--- src/rtl/dmem_stream_pkg.sv ---
// Shared types and frame geometry for the image-ROM stream reader.
package dmem_stream_pkg;
    localparam int unsigned IMG_WIDTH  = 90;
    localparam int unsigned IMG_HEIGHT = 90;
    localparam int unsigned IMG_WORDS  = IMG_WIDTH * IMG_HEIGHT;
    localparam int unsigned DATA_W     = 32;

    typedef enum logic [1:0] {StIdle, StStream, StDrain} state_e;
endpackage

--- src/rtl/dmem_stream_pos_cnt.sv ---
// Frame position counter: ROM address plus column-in-row, with row/frame markers.
module dmem_stream_pos_cnt #(
    parameter int unsigned DEPTH = 8100,
    parameter int unsigned WIDTH = 90,
    parameter int unsigned AW    = 13,
    parameter int unsigned CW    = 7
) (
    input  logic          clk_i,
    input  logic          rst_ni,
    input  logic          en_i,
    input  logic          clr_i,
    output logic [AW-1:0] addr_o,
    output logic          sol_o,
    output logic          eol_o,
    output logic          last_o
);
    logic [AW-1:0] addr_d, addr_q;
    logic [CW-1:0] col_d, col_q;

    assign addr_o = addr_q;
    assign sol_o  = (col_q == '0);
    assign eol_o  = (col_q == CW'(WIDTH - 1));
    assign last_o = (addr_q == AW'(DEPTH - 1));

    always_comb begin
        addr_d = addr_q;
        col_d  = col_q;
        if (clr_i) begin
            addr_d = '0;
            col_d  = '0;
        end else if (en_i) begin
            // The address parks on the final word; only a clear moves it back.
            if (!last_o) addr_d = addr_q + 1'b1;
            col_d = eol_o ? '0 : col_q + 1'b1;
        end
    end

    always_ff @(posedge clk_i) begin
        if (!rst_ni) begin
            addr_q <= '0;
            col_q  <= '0;
        end else begin
            addr_q <= addr_d;
            col_q  <= col_d;
        end
    end
endmodule

--- src/rtl/dmem_stream_reader.sv ---
// Walks the image ROM once per start pulse and presents it as a valid/ready pixel stream.
module dmem_stream_reader
    import dmem_stream_pkg::*;
#(
    parameter int unsigned DEPTH  = IMG_WORDS,
    parameter int unsigned WIDTH  = IMG_WIDTH,
    parameter int unsigned DATA_W = dmem_stream_pkg::DATA_W
) (
    input  logic              clk,
    input  logic              rst_n,
    input  logic              start,
    input  logic              abort,
    output logic [31:0]       rom_addr,
    input  logic [DATA_W-1:0] rom_rd,
    output logic              m_valid,
    input  logic              m_ready,
    output logic [DATA_W-1:0] m_data,
    output logic              m_sol,
    output logic              m_eol,
    output logic              m_last,
    output logic              busy,
    output logic              done
);
    localparam int unsigned AW = (DEPTH > 1) ? $clog2(DEPTH) : 1;
    localparam int unsigned CW = (WIDTH > 1) ? $clog2(WIDTH) : 1;

    state_e            state_d, state_q;
    logic              valid_d, valid_q;
    logic [DATA_W-1:0] data_d, data_q;
    logic              sol_d, sol_q, eol_d, eol_q, last_d, last_q;
    logic              done_d, done_q;
    logic              cnt_en, cnt_clr, pos_sol, pos_eol, pos_last, load;
    logic [AW-1:0]     addr;

    dmem_stream_pos_cnt #(
        .DEPTH (DEPTH),
        .WIDTH (WIDTH),
        .AW    (AW),
        .CW    (CW)
    ) u_pos_cnt (
        .clk_i  (clk),
        .rst_ni (rst_n),
        .en_i   (cnt_en),
        .clr_i  (cnt_clr),
        .addr_o (addr),
        .sol_o  (pos_sol),
        .eol_o  (pos_eol),
        .last_o (pos_last)
    );

    // Output register is free when empty or being emptied this edge.
    assign load = !valid_q || m_ready;

    always_comb begin
        state_d = state_q;
        valid_d = valid_q;
        data_d  = data_q;
        sol_d   = sol_q;
        eol_d   = eol_q;
        last_d  = last_q;
        done_d  = 1'b0;
        cnt_en  = 1'b0;
        cnt_clr = 1'b0;
        if (abort) begin
            state_d = StIdle;
            valid_d = 1'b0;
            sol_d   = 1'b0;
            eol_d   = 1'b0;
            last_d  = 1'b0;
            cnt_clr = 1'b1;
        end else begin
            unique case (state_q)
                StIdle: begin
                    cnt_clr = 1'b1;
                    if (start) state_d = StStream;
                end
                StStream: begin
                    if (load) begin
                        valid_d = 1'b1;
                        data_d  = rom_rd;
                        sol_d   = pos_sol;
                        eol_d   = pos_eol;
                        last_d  = pos_last;
                        cnt_en  = 1'b1;
                        if (pos_last) state_d = StDrain;
                    end
                end
                StDrain: begin
                    if (valid_q && m_ready) begin
                        valid_d = 1'b0;
                        sol_d   = 1'b0;
                        eol_d   = 1'b0;
                        last_d  = 1'b0;
                        done_d  = 1'b1;
                        cnt_clr = 1'b1;
                        state_d = StIdle;
                    end
                end
                default: state_d = StIdle;
            endcase
        end
    end

    always_ff @(posedge clk) begin
        if (!rst_n) begin
            state_q <= StIdle;
            valid_q <= 1'b0;
            data_q  <= '0;
            sol_q   <= 1'b0;
            eol_q   <= 1'b0;
            last_q  <= 1'b0;
            done_q  <= 1'b0;
        end else begin
            state_q <= state_d;
            valid_q <= valid_d;
            data_q  <= data_d;
            sol_q   <= sol_d;
            eol_q   <= eol_d;
            last_q  <= last_d;
            done_q  <= done_d;
        end
    end

    assign rom_addr = 32'(addr);
    assign m_valid  = valid_q;
    assign m_data   = data_q;
    assign m_sol    = sol_q;
    assign m_eol    = eol_q;
    assign m_last   = last_q;
    assign done     = done_q;
    assign busy     = (state_q != StIdle);
endmodule

--- config.mk ---
export PLATFORM = sky130hd
export DESIGN_NAME = dmem_stream_reader
export DESIGN_NICKNAME = d
export VERILOG_FILES = /design/src/rtl/dmem_stream_pkg.sv /design/src/rtl/dmem_stream_pos_cnt.sv /design/src/rtl/dmem_stream_reader.sv
export SDC_FILE = /design/constraint.sdc
export NUM_CORES = 1
export LEC_CHECK = 0
export BUFFER_PORTS_ARGS = -buffer_cell sky130_fd_sc_hd__buf_2
export CAP_MARGIN = 20
export CORE_ASPECT_RATIO = 1.4
export CORE_MARGIN = 3
export CORE_UTILIZATION = 52
export DETAILED_ROUTE_END_ITERATION = 16
export PLACE_DENSITY = 0.85
export SLEW_MARGIN = 20
export SYNTH_ARGS = -nofsm -noshare
export SYNTH_HDL_FRONTEND = slang
export SYNTH_SLANG_ARGS = --single-unit
--- constraint.sdc ---
create_clock -name clk -period 4.48 [get_ports clk]
set_input_delay 0.896 -clock clk [delete_from_list [all_inputs] [get_ports clk]]
set_output_delay 0.896 -clock clk [all_outputs]
set_load 0.05 [all_outputs]
==> impl_metrics.toml, run 1 <==
[cells_and_area]
antenna-diode-count = 0
mostFrequentLayoutCell = "buf_2"
drive_gt1_share_pct = 25.69
fillCellCount = 441
syn_to_final_growth_pct = 19.47
utilization_pct = 65.11
nNetsFinal = 441
multi_input_area_mm2 = 0.001331
layout_common_cells = "87 x buf_2, 72 x nand2_1, 59 x dfxtp_1, 33 x a21boi_0, 19 x conb_1"
register_area_mm2 = 0.001181

[timing]
slew_violations = 0
rsz0062_at_grt = "no"
setup_viol = 0
max-slew-margin-rel_pct = 50.40
hold_viol = 0
max_freq_ghz = 0.4362
fin_crit_ns = 2.293
period_share_pct = 51.17
tightest_slew_ns = 0.7425
skew_ns = 0.001307
setup_tns_ns = 0

[setup_path]
startpoint_type = "input port"
rr_startpoint = "m_valid$_SDFFE_PP0P_"
crit_fanout = 39
r2r_end = "u_pos_cnt.col_q[5]$_SDFFE_PP0P_"
crit_path_end_kind = "flip-flop"
worst-r2r-cell-count = 5
cp.arrival_ns = 2.55
required_ns = 4.74
rrSetupSlack_ns = 2.38
critical_path_class = "input port to flip-flop"

[synth]
yosysWarnings = 0
syn_avg_cell_area_um2 = 8.454
netlist_area_mm2 = 0.002680
synth-seq-area-share_pct = 44.07
synth_ff_type = "dfxtp_1"
synth_edf_count = 0
synth.distinct_cells = 46
ys_ff_latch = 59
synth-async-reset-ratio_pct = 0
syn_inst = 317

[placed_design]
globalplace.congestion = 0.7896
portBuffers = 87
hpwl_um = 4285

[min_path]
hold_class = "flip-flop to flip-flop"
holdCritStartpoint = "m_data[7]$_SDFFE_PN0P_"
holdPathEnd = "m_data[7]$_SDFFE_PN0P_"
whs_path_depth = 2

[clock_network]
cts_hold_buf = 0
cts.clk_slew.worst_paths_ns = 0.06
cts_sinks = 59
clockBufferDepth = 2
cts-root-buf = "clkbuf_8"
post-cts-setup-buffers = 0
cts_resized = 0
tritoncts = "done"
htreeDepth = 3
cts_inserted_buffers = 9
insertion_delay_ns = 0.33

[power]
leakagePower_nw = 1.323
p_int_mw = 0.7482
power_frac_seq_pct = 52.2
ir_worst_vdd_mv = 0.1947
combPwrFrac_pct = 11.6
p_per_area_mw_per_mm2 = 321.5
sw_frac_of_total_pct = 27.32
clockPowerShare_pct = 36.1
power_switching_mw = 0.2813

[detailed_routing]
ant_nets = 0
wl_per_cell_um = 12.75
drt_iter0_markers = 185
vias_per_cell = 5.140
drc = 0
routed_wl_um = 5931
via_count = 2390
first_pass_iters = 4

[floorplanning]
die_area_mm2 = 0.006064
die_h_um = 90.95
die_w_um = 66.68
core_area_mm2 = 0.004917
fp-row-count = 30
initial_core_util_pct = 54.50
top_level_ports = 107

[global_route]
grt_max_degree = 40
grt_pass1_vias = 2328
grt_util_all_layers_pct = 21.14
antenna_found_initial = 0
overflow = 0
grt_first_pass_wirelength_um = 9998

[run_status]
status = "finished, final reports clean"

[flow_run]
maxCapViolations = 0
## metrics by stage
stage | total power [mW] | worst slack (ns) | instance area [µm²] | std cells | hold slack (ns)
global placement | 0.6671 | 1.891 | 3065 | 453 | 0.4468
detailed placement | 0.6687 | 1.826 | 3065 | 453 | 0.4536
global route | 1.066 | 1.979 | 3202 | 465 | 0.4818
floorplan | 0.6520 | 2.378 | 2748 | 335 | 0.4663
CTS | 1.037 | 2.173 | 3202 | 465 | 0.4620
finish | 1.029 | 2.187 | 3202 | 465 | 0.4596
## cells in the mapped netlist, types with 2 or more instances
cell type / n / area [µm²]
o31ai_1: 5 / 37.54
o21a_1: 2 / 15.01
dfxtp_1: 59 / 1181
nand3b_1: 2 / 15.01
a21boi_0: 33 / 247.7
nor4b_1: 4 / 35.03
nand2b_1: 3 / 18.77
a21oi_1: 12 / 60.06
nand4b_1: 2 / 17.52
clkbuf_1: 8 / 30.03
inv_1: 6 / 22.52
or3_1: 6 / 37.54
buf_2: 6 / 30.03
o21ai_0: 3 / 15.01
or4_1: 5 / 37.54
nor2b_1: 2 / 12.51
nand4_1: 5 / 31.28
and3_1: 2 / 12.51
nand2_1: 72 / 270.3
nor3_1: 2 / 10.01
nor4_1: 3 / 18.77
ha_1: 4 / 50.05
nor2_1: 18 / 67.56
nand3_1: 7 / 35.03
buf_4: 19 / 142.6
xnor2_1: 6 / 52.55
xor2_1: 2 / 17.52
## worst max-delay path, stage by stage
cell and delay [ns]:
buf_2 0.13, nor2b_1 0.59, or3_1 0.20, buf_4 0.35
o21ai_2 0.18, nor3_1 0.20
## power by group through the flow
stage / Combinational [mW] / Sequential (mW) / Clock [mW]
final: 0.120 / 0.538 / 0.372
after global routing: 0.128 / 0.539 / 0.399
after CTS: 0.120 / 0.538 / 0.379
after detailed placement: 0.120 / 0.549 / 0
after global placement: 0.118 / 0.549 / 0
after floorplan: 0.0766 / 0.575 / 0
## kinds of logic after synthesis
| family | synth area share (%) |
|---|---|
| and+or+nand+nor | 25.40 |
| adders and majority gates | 1.867 |
| other | 0.1399 |
| xor gates and xnor gates | 2.614 |
| buffers and inverters | 9.010 |
| DFF | 44.07 |
| muxes | 0.3735 |
| AOI/OAI and AO/OA | 16.53 |
## how the worst max path moves through the flow
stage / start / to / cells past startpoint
floorplan: m_ready / u_pos_cnt.addr_o[2]$_SDFFE_PP0P_ / 5
global placement: m_ready / u_pos_cnt.col_q[5]$_SDFFE_PP0P_ / 6
detailed placement: m_ready / u_pos_cnt.col_q[5]$_SDFFE_PP0P_ / 6
CTS: m_ready / u_pos_cnt.col_q[5]$_SDFFE_PP0P_ / 6
global route: m_ready / u_pos_cnt.col_q[5]$_SDFFE_PP0P_ / 6
finish: m_ready / u_pos_cnt.col_q[5]$_SDFFE_PP0P_ / 6
## layer usage
metal  global-route usage, %  vias to the layer above  part of all wire [%]
li1                        -                     1206                     -
met1                   22.46                     1083                    39
met2                   36.09                       93                    51
met3                   7.178                        8                   8.9
met4                   10.51                        0                   1.3
met5                       0                        -                     0
## state kept, by name (all words and copies together) (netlist names), 2 cells and up
| register | flops |
|---|---|
| state_q | 2 |
| u_pos_cnt.addr_o | 13 |
| u_pos_cnt.col_q | 7 |
| m_data | 32 |
## cell type report
class / instances / share of cell area [%]
multi-input cells: 235 / 41.58
clock buffers: 11 / 4.103
repair buffers: 89 / 14.07
clock inverters: 1 / 0.1563
well taps: 64 / 2.501
inverters: 6 / 0.7034
flip-flops and latches: 59 / 36.89
(Power assumes the default switching activity.)
==> inputs of run 2 (changes only) <==
--- a/config.mk
+++ b/config.mk
@@ -9,9 +9,9 @@
 export CAP_MARGIN = 20
 export CORE_ASPECT_RATIO = 1.4
 export CORE_MARGIN = 3
-export CORE_UTILIZATION = 52
+export CORE_UTILIZATION = 43
 export DETAILED_ROUTE_END_ITERATION = 16
-export PLACE_DENSITY = 0.85
+export PLACE_DENSITY = 0.75
 export SLEW_MARGIN = 20
 export SYNTH_ARGS = -nofsm -noshare
 export SYNTH_HDL_FRONTEND = slang
==> constraint.sdc (replaced) <==
create_clock -name clk -period 2 [get_ports clk]
set_input_delay 0.4 -clock clk [delete_from_list [all_inputs] [get_ports clk]]
set_output_delay 0.4 -clock clk [all_outputs]
set_load 0.05 [all_outputs]
==> run 2 against run 1 <==
Count of clock-buffer cells in the layout increased by 1. Worst setup slack got worse by 2.0 ns. Total power is 140% higher. Global-route usage down 3.0 points. First-iteration DRC count down 52%. Core utilization shrank 9.4 points. Via count rose by 2.1%. Clock skew rose by 0.0073 ns. Sequential share of layout area fell by 1.2 points. Critical endpoint is now u_pos_cnt.addr_o[2]$_SDFFE_PP0P_.
==> impl_metrics.toml, run 2 (synthesis gave the netlist of run 1 again) <==
[clock_network]
tritoncts = "done"
clockBufferDepth = 2
cts_inserted_buffers = 9
insertion_delay_ns = 0.33
htreeDepth = 3
cts_sinks = 59
cts.clk_slew.worst_paths_ns = 0.07
post-cts-setup-buffers = 0
cts_resized = 0
cts_hold_buf = 0
cts-root-buf = "clkbuf_8"

[timing]
max_freq_ghz = 0.5582
setup_tns_ns = 0
tightest_slew_ns = 0.5858
skew_ns = 0.008598
hold_viol = 0
setup_viol = 0
period_share_pct = 89.58
max-slew-margin-rel_pct = 60.59
hold_slack_ns = 0.3134
rsz0062_at_grt = "no"
fin_crit_ns = 1.792
slew_violations = 0

[cells_and_area]
layout_common_cells = "87 x buf_2, 72 x nand2_1, 59 x dfxtp_1, 33 x a21boi_0, 19 x conb_1"
drive_gt1_share_pct = 27.74
largest_reg_flops = 32
syn_to_final_growth_pct = 23.53
antenna-diode-count = 0
mostFrequentLayoutCell = "buf_2"
nNetsFinal = 447

[power]
ir_worst_vdd_mv = 0.5428
power_mw = 2.457
p_per_area_mw_per_mm2 = 742.2
leakagePower_nw = 1.372

[global_route]
antenna_found_initial = 0
grt_util_all_layers_pct = 18.16
overflow = 0
grt_max_degree = 36
grt_pass1_vias = 2414
grt_first_pass_wirelength_um = 10450

[detailed_routing]
drt_iter0_markers = 89
via_count = 2441
ant_nets = 0
vias_per_cell = 5.075
routed_wl_um = 6195
first_pass_iters = 4
wl_per_cell_um = 12.88
drc = 0

[run_status]
status = "finished, final reports clean"

[setup_path]
critical_path_class = "flip-flop to flip-flop"
r2r_end = "u_pos_cnt.addr_o[2]$_SDFFE_PP0P_"
cp.arrival_ns = 2.06
worst-r2r-cell-count = 4
crit_fanout = 9
required_ns = 2.27
crit_path_end_kind = "flip-flop"
rrSetupSlack_ns = 0.21
startpoint_type = "flip-flop"
rr_startpoint = "state_q[1]$_SDFFE_PP0P_"

[floorplanning]
die_w_um = 72.72
initial_core_util_pct = 45.08
die_h_um = 99.41
core_area_mm2 = 0.005946
die_area_mm2 = 0.007229
top_level_ports = 107
fp-row-count = 33

[placed_design]
portBuffers = 87
globalplace.congestion = 0.8516
hpwl_um = 4551

[flow_run]
maxCapViolations = 0

[min_path]
whs_path_depth = 3
holdPathEnd = "m_data[21]$_SDFFE_PN0P_"
holdCritStartpoint = "rom_rd[21]"
hold_class = "input port to flip-flop"
==> run 2: changes by cell type in the layout (fill, tap and decap cells not counted), sizes merged <==
cell	before	now
clkinvlp	0	2
buf	89	95
clkbuf	11	12
clkinv	1	2
==> run 2: final cells by class <==
| class | instances | area (µm²) |
|---|---|---|
| clock inverters | 4 | 25.02 |
| well taps | 70 | 87.58 |
| inverters | 6 | 22.52 |
| clock buffers | 12 | 155.1 |
| flip-flops and latches | 59 | 1181 |
| multi-input cells | 235 | 1331 |
| repair buffers | 95 | 508.0 |
| fillers | 574 | 2635 |
==> run 2: how the worst max path moves through the flow <==
stage               slack (ns)                           endpoint  cells after the start                              from
floorplan                 0.08  u_pos_cnt.addr_o[10]$_SDFFE_PP0P_                      5  u_pos_cnt.addr_o[0]$_SDFFE_PP0P_
global placement          0.18   u_pos_cnt.addr_o[2]$_SDFFE_PP0P_                      5                           m_ready
detailed placement        0.15            m_data[14]$_SDFFE_PN0P_                      6                           m_ready
CTS                       0.22   u_pos_cnt.addr_o[2]$_SDFFE_PP0P_                      4           state_q[1]$_SDFFE_PP0P_
global route              0.04  u_pos_cnt.addr_o[10]$_SDFFE_PP0P_                      5  u_pos_cnt.addr_o[0]$_SDFFE_PP0P_
finish                    0.21   u_pos_cnt.addr_o[2]$_SDFFE_PP0P_                      4           state_q[1]$_SDFFE_PP0P_
==> run 2: critical path, stage by stage (launching register included) <==
cell and delay (ns):
dfxtp_1 0.38, nand2b_1 0.23, or3_1 0.47, or4_1 0.50, a21oi_1 0.14
==> run 2: power by group <==
part	internal [mW]	total [mW]	switching, mW
combinational	0.0692	0.278	0.209
clock	0.513	0.976	0.463
sequential	1.19	1.20	0.00981
total	1.77	2.46	0.682
==> run 2: per-stage QoR <==
| stage | instance area, µm² | util [%] | setup slack [ns] | instances |
|---|---|---|---|---|
| finish | 3311 | 55.68 | 0.2085 | 481 |
| global route | 3311 | 55.68 | 0.04397 | 481 |
| CTS | 3311 | 55.68 | 0.2152 | 481 |
| detailed placement | 3131 | 52.65 | 0.1484 | 465 |
| global placement | 3131 | 52.65 | 0.1818 | 465 |
| floorplan | 2748 | - | 0.07573 | 335 |
==> run 2: metal layers <==
layer / wire length (µm) / track usage (%) / vias to the layer above
li1: - / - / 1225
met1: 2467 / 19.87 / 1105
met2: 2976 / 29.97 / 91
met3: 530 / 5.359 / 20
met4: 221 / 11.65 / 0
met5: 0 / 0 / -
==> inputs of run 3 (changes only) <==
--- a/config.mk
+++ b/config.mk
@@ -11,7 +11,7 @@
 export CORE_MARGIN = 3
 export CORE_UTILIZATION = 43
 export DETAILED_ROUTE_END_ITERATION = 16
-export PLACE_DENSITY = 0.75
+export PLACE_DENSITY = 0.81
 export SLEW_MARGIN = 20
 export SYNTH_ARGS = -nofsm -noshare
 export SYNTH_HDL_FRONTEND = slang
==> run 3 against run 2 <==
Core utilization increased by 0.67 points. Sequential share of layout area decreased by 0.43 points. Critical endpoint is now u_pos_cnt.addr_o[10]$_SDFFE_PP0P_. Highest routed layer unchanged. Non-clock buffer count increased by 1. Largest cell class unchanged. Clock power increased by 15%. Routed wire length decreased by 2.8%. Final area increased by 1.2%. Critical path type unchanged. First-iteration DRC count decreased by 11%. Total power increased by 5.8%.
==> impl_metrics.toml, run 3 (synthesis gave the netlist of run 1 again) <==
[detailed_routing]
wl_per_cell_um = 12.49
drt_iter0_markers = 79
ant_nets = 0
via_count = 2437
routed_wl_um = 6020
drc = 0
vias_per_cell = 5.056
first_pass_iters = 4

[setup_path]
rrSetupSlack_ns = 0.27
crit_fanout = 6
crit_path_end_kind = "flip-flop"
cp.arrival_ns = 1.99
worst-r2r-cell-count = 5
required_ns = 2.25
max_stage_delay_ns = 0.51
r2r_end = "u_pos_cnt.addr_o[10]$_SDFFE_PP0P_"
startpoint_type = "flip-flop"
critical_path_class = "flip-flop to flip-flop"
rr_startpoint = "u_pos_cnt.addr_o[0]$_SDFFE_PP0P_"
crit_chain = "ha_1 > and3b_1 > nand3_1 > or4_1 > a21oi_1"
cp_slowest_cell = "or4_1"

[cells_and_area]
largest_reg_flops = 32
final_cell_area_mm2 = 0.003351
layout_common_cells = "87 x buf_2, 72 x nand2_1, 59 x dfxtp_1, 33 x a21boi_0, 19 x conb_1"
utilization_pct = 56.36
nNetsFinal = 448
drive_gt1_share_pct = 28.16
syn_to_final_growth_pct = 25.02
antenna-diode-count = 0
mostFrequentLayoutCell = "buf_2"

[min_path]
holdPathEnd = "m_data[0]$_SDFFE_PN0P_"
whs_path_depth = 3
hold_class = "input port to flip-flop"
holdCritStartpoint = "rom_rd[0]"

[clock_network]
htreeDepth = 3
cts_resized = 0
clockBufferDepth = 2
cts_hold_buf = 0
cts_inserted_buffers = 9
cts-root-buf = "clkbuf_8"
insertion_delay_ns = 0.32
tritoncts = "done"
post-cts-setup-buffers = 0
cts.clk_slew.worst_paths_ns = 0.06
cts_sinks = 59

[timing]
setup_viol = 0
slew_violations = 0
setup_tns_ns = 0
skew_ns = 0.005284
max_freq_ghz = 0.5765
rsz0062_at_grt = "no"
period_share_pct = 86.72
tightest_slew_ns = 0.4959
max-slew-margin-rel_pct = 66.64
fin_crit_ns = 1.734
hold_viol = 0

[placed_design]
place_area_mm2 = 0.003138
globalplace.congestion = 0.8657
portBuffers = 87
hpwl_um = 4511

[floorplanning]
die_w_um = 72.72
core_area_mm2 = 0.005946
fp-row-count = 33
die_h_um = 99.41
initial_core_util_pct = 45.08
top_level_ports = 107
die_area_mm2 = 0.007229

[global_route]
grt_pass1_vias = 2333
antenna_found_initial = 0
grt_first_pass_wirelength_um = 9894
overflow = 0
grt_max_degree = 36
grt_util_all_layers_pct = 17.25

[power]
p_per_area_mw_per_mm2 = 775.8
leakagePower_nw = 1.396
ir_worst_vdd_mv = 0.4819

[run_status]
status = "finished, final reports clean"

[flow_run]
maxCapViolations = 0
[run 3: cell count changes in the layout (fill, tap and decap cells not counted)]
cell / delta
buf_4: +1
bufinv_16: +1
clkbuf_1: -1
clkbuf_8: +1
clkinvlp_4: -1
[run 3: cell type report]
cell class | instances | area, µm²
Fill cell | 543 | 2595
Multi-Input combinational cell | 235 | 1331
Sequential cell | 59 | 1181
Timing Repair Buffer | 96 | 515.5
Clock buffer | 12 | 165.2
Tap cell | 70 | 87.58
Clock inverter | 4 | 47.55
Inverter | 6 | 22.52
[run 3: worst max-delay path by stage]
| stage | cells after the start | end | start |
|---|---|---|---|
| 6_report | 5 | u_pos_cnt.addr_o[10]$_SDFFE_PP0P_ | u_pos_cnt.addr_o[0]$_SDFFE_PP0P_ |
| 5_1_grt | 5 | u_pos_cnt.addr_o[10]$_SDFFE_PP0P_ | u_pos_cnt.addr_o[0]$_SDFFE_PP0P_ |
| 4_1_cts | 5 | u_pos_cnt.addr_o[10]$_SDFFE_PP0P_ | u_pos_cnt.addr_o[0]$_SDFFE_PP0P_ |
| 3_5_place_dp | 5 | u_pos_cnt.addr_o[11]$_SDFFE_PP0P_ | abort |
| 3_3_place_gp | 5 | u_pos_cnt.addr_o[9]$_SDFFE_PP0P_ | abort |
| 2_1_floorplan | 5 | u_pos_cnt.addr_o[10]$_SDFFE_PP0P_ | u_pos_cnt.addr_o[0]$_SDFFE_PP0P_ |
[run 3: routing by layer]
metal | GRT usage (%) | vias to the layer above | share of wire [%]
li1 | - | 1231 | -
met1 | 19.09 | 1116 | 41
met2 | 29.21 | 81 | 50
met3 | 6.471 | 9 | 7.4
met4 | 7.102 | 0 | 1.8
met5 | 0 | - | 0
[run 3: worst max-delay path: cells and delay by family (launching register included)]
family	cells	cell delay, ns
AND/OR/NAND/NOR	3	0.90
flip-flops	1	0.39
adder cells (fa/ha/maj)	1	0.21
AO/OA/AOI/OAI	1	0.16
[run 3: power breakdown]
part	total [mW]	internal, mW	switching, mW
clock network	1.12	0.673	0.444
registers	1.20	1.19	0.00998
logic	0.279	0.0701	0.209
total	2.60	1.94	0.663
[run 3: metrics by stage]
stage	hold WS (ns)	power [mW]	instances	worst slack, ns
2_1_floorplan	0.4663	1.461	335	0.07573
3_3_place_gp	0.4460	1.505	466	0.2168
3_5_place_dp	0.4536	1.509	466	0.1784
4_1_cts	0.2953	2.640	482	0.2750
5_1_grt	0.3071	2.706	482	0.09373
6_report	0.3195	2.599	482	0.2655
